**src/rtl/wb_regfile_pkg.sv**
```systemverilog
// Shared configuration for the writeback register file slice.
package wb_regfile_pkg;

  localparam int unsigned RegLen     = 32;
  localparam int unsigned RegAddrLen = 5;
  localparam int unsigned PendLen    = 2;

  localparam logic [RegLen-1:0]     ZERO_WORD   = '0;
  localparam logic [RegAddrLen-1:0] RegAddrZero = '0;

  localparam logic WriteEnable  = 1'b1;
  localparam logic WriteDisable = 1'b0;
  localparam logic ReadEnable   = 1'b1;
  localparam logic ReadDisable  = 1'b0;

  // Net effect of one edge on a single pending counter.
  typedef enum logic [1:0] {
    SB_HOLD = 2'd0,
    SB_INC  = 2'd1,
    SB_DEC  = 2'd2
  } sb_op_e;

endpackage

```
**src/rtl/wb_regfile_if.sv**
```systemverilog
// Writeback / issue / read-port bundle between the pipeline and the register file.
interface wb_regfile_if #(
  parameter int unsigned REG_LEN      = wb_regfile_pkg::RegLen,
  parameter int unsigned REG_ADDR_LEN = wb_regfile_pkg::RegAddrLen
);
  logic [REG_LEN-1:0]      wb_rd_data;
  logic [REG_ADDR_LEN-1:0] wb_rd_addr;
  logic                    wb_rd_enable;
  logic                    issue_enable;
  logic [REG_ADDR_LEN-1:0] issue_addr;
  logic                    rs1_read_enable;
  logic [REG_ADDR_LEN-1:0] rs1_addr;
  logic [REG_LEN-1:0]      rs1_data;
  logic                    rs1_busy;
  logic                    rs2_read_enable;
  logic [REG_ADDR_LEN-1:0] rs2_addr;
  logic [REG_LEN-1:0]      rs2_data;
  logic                    rs2_busy;
  logic                    pend_overflow;

  modport master (
    output wb_rd_data, wb_rd_addr, wb_rd_enable, issue_enable, issue_addr,
    output rs1_read_enable, rs1_addr, rs2_read_enable, rs2_addr,
    input  rs1_data, rs1_busy, rs2_data, rs2_busy, pend_overflow
  );

  modport slave (
    input  wb_rd_data, wb_rd_addr, wb_rd_enable, issue_enable, issue_addr,
    input  rs1_read_enable, rs1_addr, rs2_read_enable, rs2_addr,
    output rs1_data, rs1_busy, rs2_data, rs2_busy, pend_overflow
  );
endinterface

```
**src/rtl/wb_regfile_scoreboard.sv**
```systemverilog
// Per-register pending-write counters with saturating increment,
// non-underflowing decrement and a sticky overflow flag.
module regfile_scoreboard
  import wb_regfile_pkg::*;
#(
  parameter int unsigned REG_ADDR_LEN = RegAddrLen,
  parameter int unsigned PEND_W       = PendLen
) (
  input  logic                    clk,
  input  logic                    rst,
  input  logic                    rdy,
  input  logic                    inc_enable,
  input  logic [REG_ADDR_LEN-1:0] inc_addr,
  input  logic                    dec_enable,
  input  logic [REG_ADDR_LEN-1:0] dec_addr,
  input  logic [REG_ADDR_LEN-1:0] rs1_addr,
  input  logic [REG_ADDR_LEN-1:0] rs2_addr,
  output logic                    rs1_pending,
  output logic                    rs2_pending,
  output logic                    overflow
);

  localparam int unsigned NumRegs = 2 ** REG_ADDR_LEN;
  localparam logic [PEND_W-1:0] PendMax = '1;

  logic [PEND_W-1:0] pend [NumRegs];
  sb_op_e            op   [NumRegs];
  logic              inc, dec;

  // Writes to x0 never enter the scoreboard, so pend[0] stays zero.
  assign inc = inc_enable && (inc_addr != '0);
  assign dec = dec_enable && (dec_addr != '0);

  // Resolve each counter's action; an issue and a writeback on the same register cancel.
  always_comb begin
    for (int unsigned i = 0; i < NumRegs; i++) begin
      op[i] = SB_HOLD;
      if (inc && inc_addr == REG_ADDR_LEN'(i) && !(dec && dec_addr == REG_ADDR_LEN'(i)))
        op[i] = SB_INC;
      else if (dec && dec_addr == REG_ADDR_LEN'(i) && !(inc && inc_addr == REG_ADDR_LEN'(i)))
        op[i] = SB_DEC;
    end
  end

  // Counter array and sticky overflow, frozen while rdy is low.
  always_ff @(posedge clk or negedge rst) begin
    if (!rst) begin
      for (int unsigned i = 0; i < NumRegs; i++) pend[i] <= '0;
      overflow <= 1'b0;
    end else if (rdy) begin
      for (int unsigned i = 0; i < NumRegs; i++) begin
        case (op[i])
          SB_INC: begin
            if (pend[i] == PendMax) overflow <= 1'b1;
            else                    pend[i]  <= pend[i] + 1'b1;
          end
          SB_DEC: if (pend[i] != '0) pend[i] <= pend[i] - 1'b1;
          default: ;
        endcase
      end
    end
  end

  assign rs1_pending = (pend[rs1_addr] != '0);
  assign rs2_pending = (pend[rs2_addr] != '0);

endmodule

```
**src/rtl/wb_regfile.sv**
```systemverilog
// Architectural integer register file: writeback commit, two bypassed
// read ports and busy flags from the pending-write scoreboard.
module wb_regfile
  import wb_regfile_pkg::*;
#(
  parameter int unsigned REG_LEN      = RegLen,
  parameter int unsigned REG_ADDR_LEN = RegAddrLen,
  parameter int unsigned PEND_W       = PendLen
) (
  input  logic         clk,
  input  logic         rst,
  input  logic         rdy,
  wb_regfile_if.slave  bus
);

  localparam int unsigned NumRegs = 2 ** REG_ADDR_LEN;

  logic [REG_LEN-1:0] regs [NumRegs];
  logic               wr_commit;
  logic               rs1_pending, rs2_pending;

  assign wr_commit = rdy && (bus.wb_rd_enable == WriteEnable) && (bus.wb_rd_addr != '0);

  // Commit the writeback triple; x0 is never written.
  always_ff @(posedge clk or negedge rst) begin
    if (!rst) begin
      for (int unsigned i = 0; i < NumRegs; i++) regs[i] <= '0;
    end else if (wr_commit) begin
      regs[bus.wb_rd_addr] <= bus.wb_rd_data;
    end
  end

  function automatic logic [REG_LEN-1:0] read_port(
    input logic                    en,
    input logic [REG_ADDR_LEN-1:0] addr
  );
    if (en != ReadEnable || addr == '0)
      return '0;
    // Bypass ignores rdy so ID sees the in-flight value even while stalled.
    if (bus.wb_rd_enable == WriteEnable && bus.wb_rd_addr == addr)
      return bus.wb_rd_data;
    return regs[addr];
  endfunction

  // Zero-latency read ports with same-cycle writeback bypass.
  always_comb begin
    bus.rs1_data = read_port(bus.rs1_read_enable, bus.rs1_addr);
    bus.rs2_data = read_port(bus.rs2_read_enable, bus.rs2_addr);
    bus.rs1_busy = (bus.rs1_read_enable == ReadEnable) && rs1_pending;
    bus.rs2_busy = (bus.rs2_read_enable == ReadEnable) && rs2_pending;
  end

  regfile_scoreboard #(
    .REG_ADDR_LEN (REG_ADDR_LEN),
    .PEND_W       (PEND_W)
  ) u_scoreboard (
    .clk         (clk),
    .rst         (rst),
    .rdy         (rdy),
    .inc_enable  (bus.issue_enable),
    .inc_addr    (bus.issue_addr),
    .dec_enable  (bus.wb_rd_enable),
    .dec_addr    (bus.wb_rd_addr),
    .rs1_addr    (bus.rs1_addr),
    .rs2_addr    (bus.rs2_addr),
    .rs1_pending (rs1_pending),
    .rs2_pending (rs2_pending),
    .overflow    (bus.pend_overflow)
  );

endmodule

```
**src/flat_wrapper.sv**
```systemverilog
// flat-port wrapper written by rule: the top's interface ports become plain ports
module wb_regfile_flat import wb_regfile_pkg::*;
#(
  parameter int unsigned REG_LEN      = RegLen,
  parameter int unsigned REG_ADDR_LEN = RegAddrLen,
  parameter int unsigned PEND_W       = PendLen
)
  (clk, rst, rdy, bus_wb_rd_data, bus_wb_rd_addr, bus_wb_rd_enable, bus_issue_enable, bus_issue_addr, bus_rs1_read_enable, bus_rs1_addr, bus_rs2_read_enable, bus_rs2_addr, bus_rs1_data, bus_rs1_busy, bus_rs2_data, bus_rs2_busy, bus_pend_overflow);
  wb_regfile_if #(.REG_LEN(REG_LEN), .REG_ADDR_LEN(REG_ADDR_LEN)) bus_i ();
  input  logic clk;
  input  logic rst;
  input  logic rdy;
  input wire logic [$bits(bus_i.wb_rd_data)-1:0] bus_wb_rd_data;
  input wire logic [$bits(bus_i.wb_rd_addr)-1:0] bus_wb_rd_addr;
  input wire logic [$bits(bus_i.wb_rd_enable)-1:0] bus_wb_rd_enable;
  input wire logic [$bits(bus_i.issue_enable)-1:0] bus_issue_enable;
  input wire logic [$bits(bus_i.issue_addr)-1:0] bus_issue_addr;
  input wire logic [$bits(bus_i.rs1_read_enable)-1:0] bus_rs1_read_enable;
  input wire logic [$bits(bus_i.rs1_addr)-1:0] bus_rs1_addr;
  input wire logic [$bits(bus_i.rs2_read_enable)-1:0] bus_rs2_read_enable;
  input wire logic [$bits(bus_i.rs2_addr)-1:0] bus_rs2_addr;
  output wire logic [$bits(bus_i.rs1_data)-1:0] bus_rs1_data;
  output wire logic [$bits(bus_i.rs1_busy)-1:0] bus_rs1_busy;
  output wire logic [$bits(bus_i.rs2_data)-1:0] bus_rs2_data;
  output wire logic [$bits(bus_i.rs2_busy)-1:0] bus_rs2_busy;
  output wire logic [$bits(bus_i.pend_overflow)-1:0] bus_pend_overflow;
  assign bus_i.wb_rd_data = bus_wb_rd_data;
  assign bus_i.wb_rd_addr = bus_wb_rd_addr;
  assign bus_i.wb_rd_enable = bus_wb_rd_enable;
  assign bus_i.issue_enable = bus_issue_enable;
  assign bus_i.issue_addr = bus_issue_addr;
  assign bus_i.rs1_read_enable = bus_rs1_read_enable;
  assign bus_i.rs1_addr = bus_rs1_addr;
  assign bus_i.rs2_read_enable = bus_rs2_read_enable;
  assign bus_i.rs2_addr = bus_rs2_addr;
  assign bus_rs1_data = bus_i.rs1_data;
  assign bus_rs1_busy = bus_i.rs1_busy;
  assign bus_rs2_data = bus_i.rs2_data;
  assign bus_rs2_busy = bus_i.rs2_busy;
  assign bus_pend_overflow = bus_i.pend_overflow;
  wb_regfile #(.REG_LEN(REG_LEN), .REG_ADDR_LEN(REG_ADDR_LEN), .PEND_W(PEND_W)) u_core (.clk(clk), .rst(rst), .rdy(rdy), .bus(bus_i));
endmodule
```
**config.mk**
```make
export PLATFORM = sky130hd
export DESIGN_NAME = wb_regfile_flat
export DESIGN_NICKNAME = d
export VERILOG_FILES = /design/src/rtl/wb_regfile_pkg.sv /design/src/rtl/wb_regfile_if.sv /design/src/rtl/wb_regfile_scoreboard.sv /design/src/rtl/wb_regfile.sv /design/src/flat_wrapper.sv
export SDC_FILE = /design/constraint.sdc
export NUM_CORES = 2
export LEC_CHECK = 0
export BUFFER_PORTS_ARGS = -buffer_cell sky130_fd_sc_hd__buf_2
export CAP_MARGIN = 20
export CORE_MARGIN = 2
export CORE_UTILIZATION = 40
export CTS_CLUSTER_DIAMETER = 200
export DETAILED_ROUTE_END_ITERATION = 8
export SKIP_LAST_GASP = 1
export SLEW_MARGIN = 20
export SYNTH_ARGS = -nofsm -noshare
export SYNTH_HDL_FRONTEND = slang
export SYNTH_HIERARCHICAL = 1
export SYNTH_SLANG_ARGS = --single-unit
export TNS_END_PERCENT = 5
```
**constraint.sdc**
```tcl
create_clock -name clk -period 2.9 [get_ports clk]
set_input_delay 0.58 -clock clk [delete_from_list [all_inputs] [get_ports clk]]
set_output_delay 0.58 -clock clk [all_outputs]
set_load 0.01 [all_outputs]
```
---- Yosys cells after proc, flatten, opt, wreduce, memory -nomap -nowiden ----
Index checks and enable logic that the tools add are counted.
word-level totals
  register bits after elaboration ......... 1089
  input port bits ......................... 59
  output and inout bits ................... 67
  word-level logic and storage cells ...... 942
operators by class
  $add $sub $neg .......................... 64
  $lt $le $gt $ge ......................... 4
  eq/ne operators ......................... 224
  muxes and demuxes ....................... 273
  bitwise logic cells ..................... 5
  reductions and logical operators ........ 307
operator list
  cell                                                       count
  bitwise mux 1024 bit                                       1
  two-way mux 32 bit                                         13
  binary-select mux 32 bit (select 5 bit)                    2
  two-way mux 2 bit                                          132
  demux 32 bit (select 5 bit)                                1
  == test 5 bit (second input constant)                      32
  logical AND 1 bit                                          137
  nonzero test 2 bit                                         66
  == test 2 bit (second input constant)                      64
  != test 2 bit (second input constant)                      64
  case mux 2 bit (2 select lines)                            32
  AND reduction 4 bit                                        32
  two-way mux 1 bit                                          90
  == test 5 x 4 -> 1 bit (second input constant)             16
  adder 2 x 1 -> 2 bit (second input constant)               32
  == test 2 x 1 -> 1 bit (second input constant)             32
  zero test 1 bit                                            64
  subtractor 2 x 1 -> 2 bit (second input constant)          32
  == test 5 x 3 -> 1 bit (second input constant)             8
  binary-select mux 2 bit (select 5 bit)                     2
  == test 5 x 2 -> 1 bit (second input constant)             4
  zero test 5 bit                                            4
  greater-or-equal comparator 6 bit (second input constant)  3
  NOT 5 -> 6 bit                                             3
  6 further kinds                                            11

---- Longest topological paths before layout ----
  depth in word-level cells ............... 91
  mapped depth ............................ 10

---- Modules after synthesis ----
Netlist, hierarchy kept.
modules (own cells, without submodules)
  module              instances  cells an instance  area each (um2)  sequential area each (um2)
  wb_regfile          1          3881               55169.2          25624.6
  regfile_scoreboard  1          644                5242.5           1626.6

---- Worst setup path after synthesis ----
Ideal clock, no wire load.
  kind .................................... input to output
  start point ............................. input port bus_rs2_addr[0]
  end point ............................... output port bus_rs2_data[26]
  arrival ................................. 2397 ps
  required time ........................... 2320 ps
  setup slack ............................. -77 ps
  stages on the path ...................... 9
  path buffers ............................ 5
  path through ............................ clkbuf_1 > buf_4 > buf_6 > buf_4 > buf_2 > mux2i_1 > o221ai_1 > a221o_1 > a32o_1
between the ends
  longest elaborated chain between the ends .. 6
  elaborated cells between the ends (all ways) .. 14
  classes of those cells .................. eq/ne (1); mux (9); bitwise (1); reduce/logical (3)
ends and longest elaborated chain
  element                                                                                            RTL line                            RTL
  start, declared                                                                                    flat_wrapper.sv:21                  input wire logic [$bits(bus_i.rs2_addr)-1:0] bus_rs2_addr;
  NOT 5 -> 6 bit (implied by the code) / == test 5 bit (equally long branches)                       wb_regfile.sv:42, wb_regfile.sv:40
  binary-select mux 32 bit (select 5 bit) / logical AND 1 bit (equally long branches)                wb_regfile.sv:42, wb_regfile.sv:40
  two-way mux 32 bit (implied by the code) / two-way mux 1 bit (equally long branches) (2 in a row)  wb_regfile.sv:42, wb_regfile.sv:40
  two-way mux 32 bit                                                                                 wb_regfile.sv:42                    return regs[addr];
  two-way mux 32 bit *                                                                               wb_regfile.sv:40                    if (bus.wb_rd_enable == WriteEnable && bus.wb_rd_addr == addr)
  end, declared                                                                                      flat_wrapper.sv:24                  output wire logic [$bits(bus_i.rs2_data)-1:0] bus_rs2_data;
Mark *: on every way between the ends. The rest lies on a longest branch, timed or not. The select of a mux whose other input is x is not followed.

---- Worst setup path after layout ----
  start point ............................. register u_core/regs[20] in the netlist's numbering
  end point ............................... output port bus_rs2_data[20]
between the ends
  longest elaborated chain between the ends .. 5
ends and longest elaborated chain
  element                                                RTL line          RTL
  start, declared                                        wb_regfile.sv:18  logic [REG_LEN-1:0] regs [NumRegs];
  start signal, assigned by index                        wb_regfile.sv:29  regs[bus.wb_rd_addr] <= bus.wb_rd_data;
  binary-select mux 32 bit (select 5 bit)                wb_regfile.sv:42
  two-way mux 32 bit (implied by the code) (2 in a row)  wb_regfile.sv:42
  two-way mux 32 bit                                     wb_regfile.sv:42
  two-way mux 32 bit                                     wb_regfile.sv:40
Every way passes these cells. The select of a mux whose other input is x is not followed.

==> qor_table.md <==
| Step | Metric | Reported |
|---|---|---|
| global route | Total global-route track usage | 0.278 |
| final layout | Final core utilization | 0.485 |
| clock network | Clk_lat worst skew | 770 ps |
| drt | Average wire per standard cell | 31.1 µm |
| drt | Number of routed nets with antenna violations | 0 |
| global route | First-pass GRT wire length | 314 mm |
| global route | Initial antenna violation count | 11 |
| synthesis | Synthesized Nets | 4588 |
| placed design | Post-place instance area | 67700 µm² |
| placed design | Pre-CTS setup slack | -827 ps |
| global route | Congestion Overflow GR | 0 |
| synthesis | Post-synth top area cell | dfrtp_1 |
| synthesis | Syn Inst Count | 4525 |
| critical path | Setup Crit Path Kind | register to output pin |
| synthesis | Post-synthesis instance area | 60400 µm² |
| power | Peak ir drop on the vdd network | 0.000601 V |
| synthesis | Avg Inst Size Synth | 13.4 µm² |
| critical path | Critical Path End Type | output pin |
| critical path | Worst Path Required | 2320 ps |
| job | Number of max-cap violations | 0 |
| final layout | Multi-input logic area | 31300 µm² |
| clock network | Number of buffers inserted during clock tree synthesis | 130 |
| drt | DR iter-0 viols | 4718 |
| synthesis | Leading cell types by total area after synthesis | dfrtp_1, mux2_2, mux4_2, mux2i_1, clkbuf_1 |
| drt | Via density per instance | 6.37 |
| sta | Part of the cycle the worst path needs | 1.15 |
| sta | Transition time at the pin with the least slew margin | 777 ps |
| global route | Via count of the first global-routing pass | 44443 |
| clock network | Clock slew at the register clock pins of the worst setup and hold paths | 60 ps |
| clock network | Clock Tree Root | clkbuf_16 |
| synthesis | Asr flop ratio synth | 1.00 |
| placed design | IO Port Bufs | 125 |
| synthesis | Synth top area share | 0.451 |
| sta | Min Tclk post-route | 3330 ps |
| sta | Final-report max-slew violation count | 0 |
| placed design | Post-DP HPWL | 138 mm |
| die | Io pins | 126 |
| drt | Drt pass-1 iters | 5 |
| final layout | NumNets Final | 4900 |
| die | DIE HEIGHT | 393 µm |
| clock network | # clock sinks | 1089 |
| synthesis | Number of enable-type register cells in the synthesized netlist | 0 |
| drt | Vias | 44300 |
| sta | Final hold violation count | 0 |
| die | Starting Density | 0.403 |
| sta | Final setup TNS | -17890 ps |
| sta | Layout Skew | 13.0 ps |
| final layout | Filler Cells Inserted | 13078 |
| sta | Maximum clock frequency | 301 MHz |
| clock network | CTS H-Tree Depth | 4 |
| final layout | Fraction of final layout cells with drive strength greater than 1 | 0.461 |
| sta | Max-slew headroom at the worst pin | 0.479 |
| die | Total Die Area | 154000 µm² |
| global route | Largest net degree at the start of global routing | 124 |
| final layout | Final standard cell area without fillers | 72700 µm² |
| die | Core footprint | 150000 µm² |
| synthesis | Post-synth top flop | dfrtp_1 |
| die | Die X | 393 µm |
| hold path | Worst hold path class | input port to register |
| status | Run status | complete, but fails checks |
| final layout | Layout area overhead | 20.4% |
| synthesis | Count of synthesis-stage warnings from yosys | 6 |
| synthesis | Commonest cells post-synth | dfrtp_1, mux2_2, mux4_2 |
| placed design | Final weighted congestion in routability-driven placement | 0.870 |
| power | Leakage dissipation | 0.0325 µW |
| sta | Final setup viols | 66 |
| critical path | Endpoint arrival time on the critical path | 2750 ps |
| synthesis | Flop and latch count out of synthesis | 1089 |
| final layout | Combined flip-flop and latch cell area | 27300 µm² |
| clock network | Maximum count of clock buffers along a single path | 3 |
| sta | Worst setup margin | -427 ps |
| drt | DR DRC count | 0 |
| critical path | CP Max Fanout | 3 |
| synthesis | Number of distinct library cells after synthesis | 79 |
| synthesis | Register area share after synthesis | 0.451 |
| status | Violations in the final reports | setup timing |
| synthesis | Most common cell in the synthesized netlist | dfrtp_1 |
| clock network | Clock tree from TritonCTS | built |
| drt | Total wire length after detailed routing | 216 mm |
| die | Cell Rows | 142 |
| critical path | Critical Path Source Type | register |
| sta | RSZ-0062 raised after global routing | true |
| power | PwrDens | 598 nW/µm² |
==> cells in the final DEF (no fill, tap or decap), types with 9 or more instances in the layout <==
cell type	n
nand3_1	9
bufinv_16	13
nor2b_1	23
a2111oi_0	9
a21o_1	14
clkbuf_16	133
nor2_1	89
a221oi_1	78
nand2_1	119
nor3_1	42
mux2_1	78
and3_1	11
mux2_2	935
o22a_1	19
nand2b_1	19
buf_12	171
buf_2	113
clkbuf_1	23
dfrtp_1	1087
a211oi_1	70
clkbuf_8	23
o221ai_1	31
buf_4	375
mux2i_1	355
a22oi_1	56
a32o_1	28
o21ai_0	78
clkinv_2	16
a21oi_1	190
and2_1	15
mux4_2	367
o22ai_1	31
nand4_1	11
a221o_1	45
o21bai_1	10
inv_1	15
nor2_4	17
==> registers in the layout, summed over array words and instances, names as in the netlist <==
register	count
u_core/regs	1024
u_core/u_scoreboard/pend	64
u_core/u_scoreboard/overflow	1
==> cell type report <==
type	instances	share of cell area
Clock buffer	176	0.0504
Antenna cell	1	0.0000344
Clock inverter	54	0.0110
Tap cell	2016	0.0347
Inverter	17	0.000912
Sequential cell	1089	0.375
Timing Repair Buffer	675	0.0974
Multi-Input combinational cell	2924	0.431
==> metrics by stage <==
stage	hold slack [ps]	instances	total power, µW
floorplan	284	4525	23400
global placement	366	6680	26100
detailed placement	366	6680	26300
CTS	109	6934	43600
global route	144	6951	45100
finish	151	6952	43500
==> worst paths after layout <==
kind	from	end	slack (ps)	cells after the start
min	bus_wb_rd_data[5]	u_core/regs[133]$_DFFE_PN0P_	150	2
max	u_core/regs[20]$_DFFE_PN0P_	bus_rs2_data[20]	-430	5
max in group asynchronous	rst	u_core/u_scoreboard/pend[51]$_DFFE_PN0P_	1520	3
min reg2reg	u_core/u_scoreboard/pend[62]$_DFFE_PN0P_	u_core/u_scoreboard/pend[62]$_DFFE_PN0P_	370	0
max reg2reg	u_core/u_scoreboard/pend[49]$_DFFE_PN0P_	u_core/u_scoreboard/overflow$_DFFE_PN0P_	1090	5
min in group asynchronous	rst	u_core/regs[272]$_DFFE_PN0P_	320	2
==> where the power goes <==
part | leakage, µW | switching [µW] | internal, µW
logic | 0.0158 | 3450 | 4210
registers | 0.0145 | 1550 | 17100
clock network | 0.00217 | 7040 | 10100
==> worst max-delay path, cell delays in order, from the launching register on <==
cell	delay, ps
dfrtp_1	410
mux4_2	480
mux2_2	290
a221o_1	290
a32o_1	320
buf_2	170
==> routing by layer <==
| layer | part of all wire | vias to the layer above | wire, µm | track usage |
|---|---|---|---|---|
| met2 | 0.47 | 2064 | 101000 | 0.439 |
| met1 | 0.41 | 23631 | 89200 | 0.379 |
| li1 | - | 18110 | - | - |
| met3 | 0.083 | 483 | 17900 | 0.0590 |
| met5 | 0.00038 | - | 83 | 0 |
| met4 | 0.038 | 12 | 8110 | 0.102 |
==> cells by family (layout without fill, tap and decap cells) <==
group | Yosys count | after routing | synth area share
other cells | 0 | 1 | 0
mux | 1736 | 1736 | 0.385
xor+xnor | 9 | 9 | 0.00130
simple gates | 446 | 446 | 0.0390
buf+inv | 512 | 922 | 0.0377
fa+ha+maj | 4 | 4 | 0.000828
compound gates | 729 | 729 | 0.0855
flops | 1089 | 1089 | 0.451
==> timing repair <==
| item | in CTS | in global routing |
|---|---|---|
| resized for setup | 23 | 28 |
| setup buffers | 24 | 15 |
| pin swaps | 6 | 7 |
| hold buffers | 1 | 0 |
| hold endpoints to repair | 6 | 0 |
| setup endpoints to repair | 66 | 66 |
| cloned | 0 | 2 |
Power figures use the tool's default switching activity.
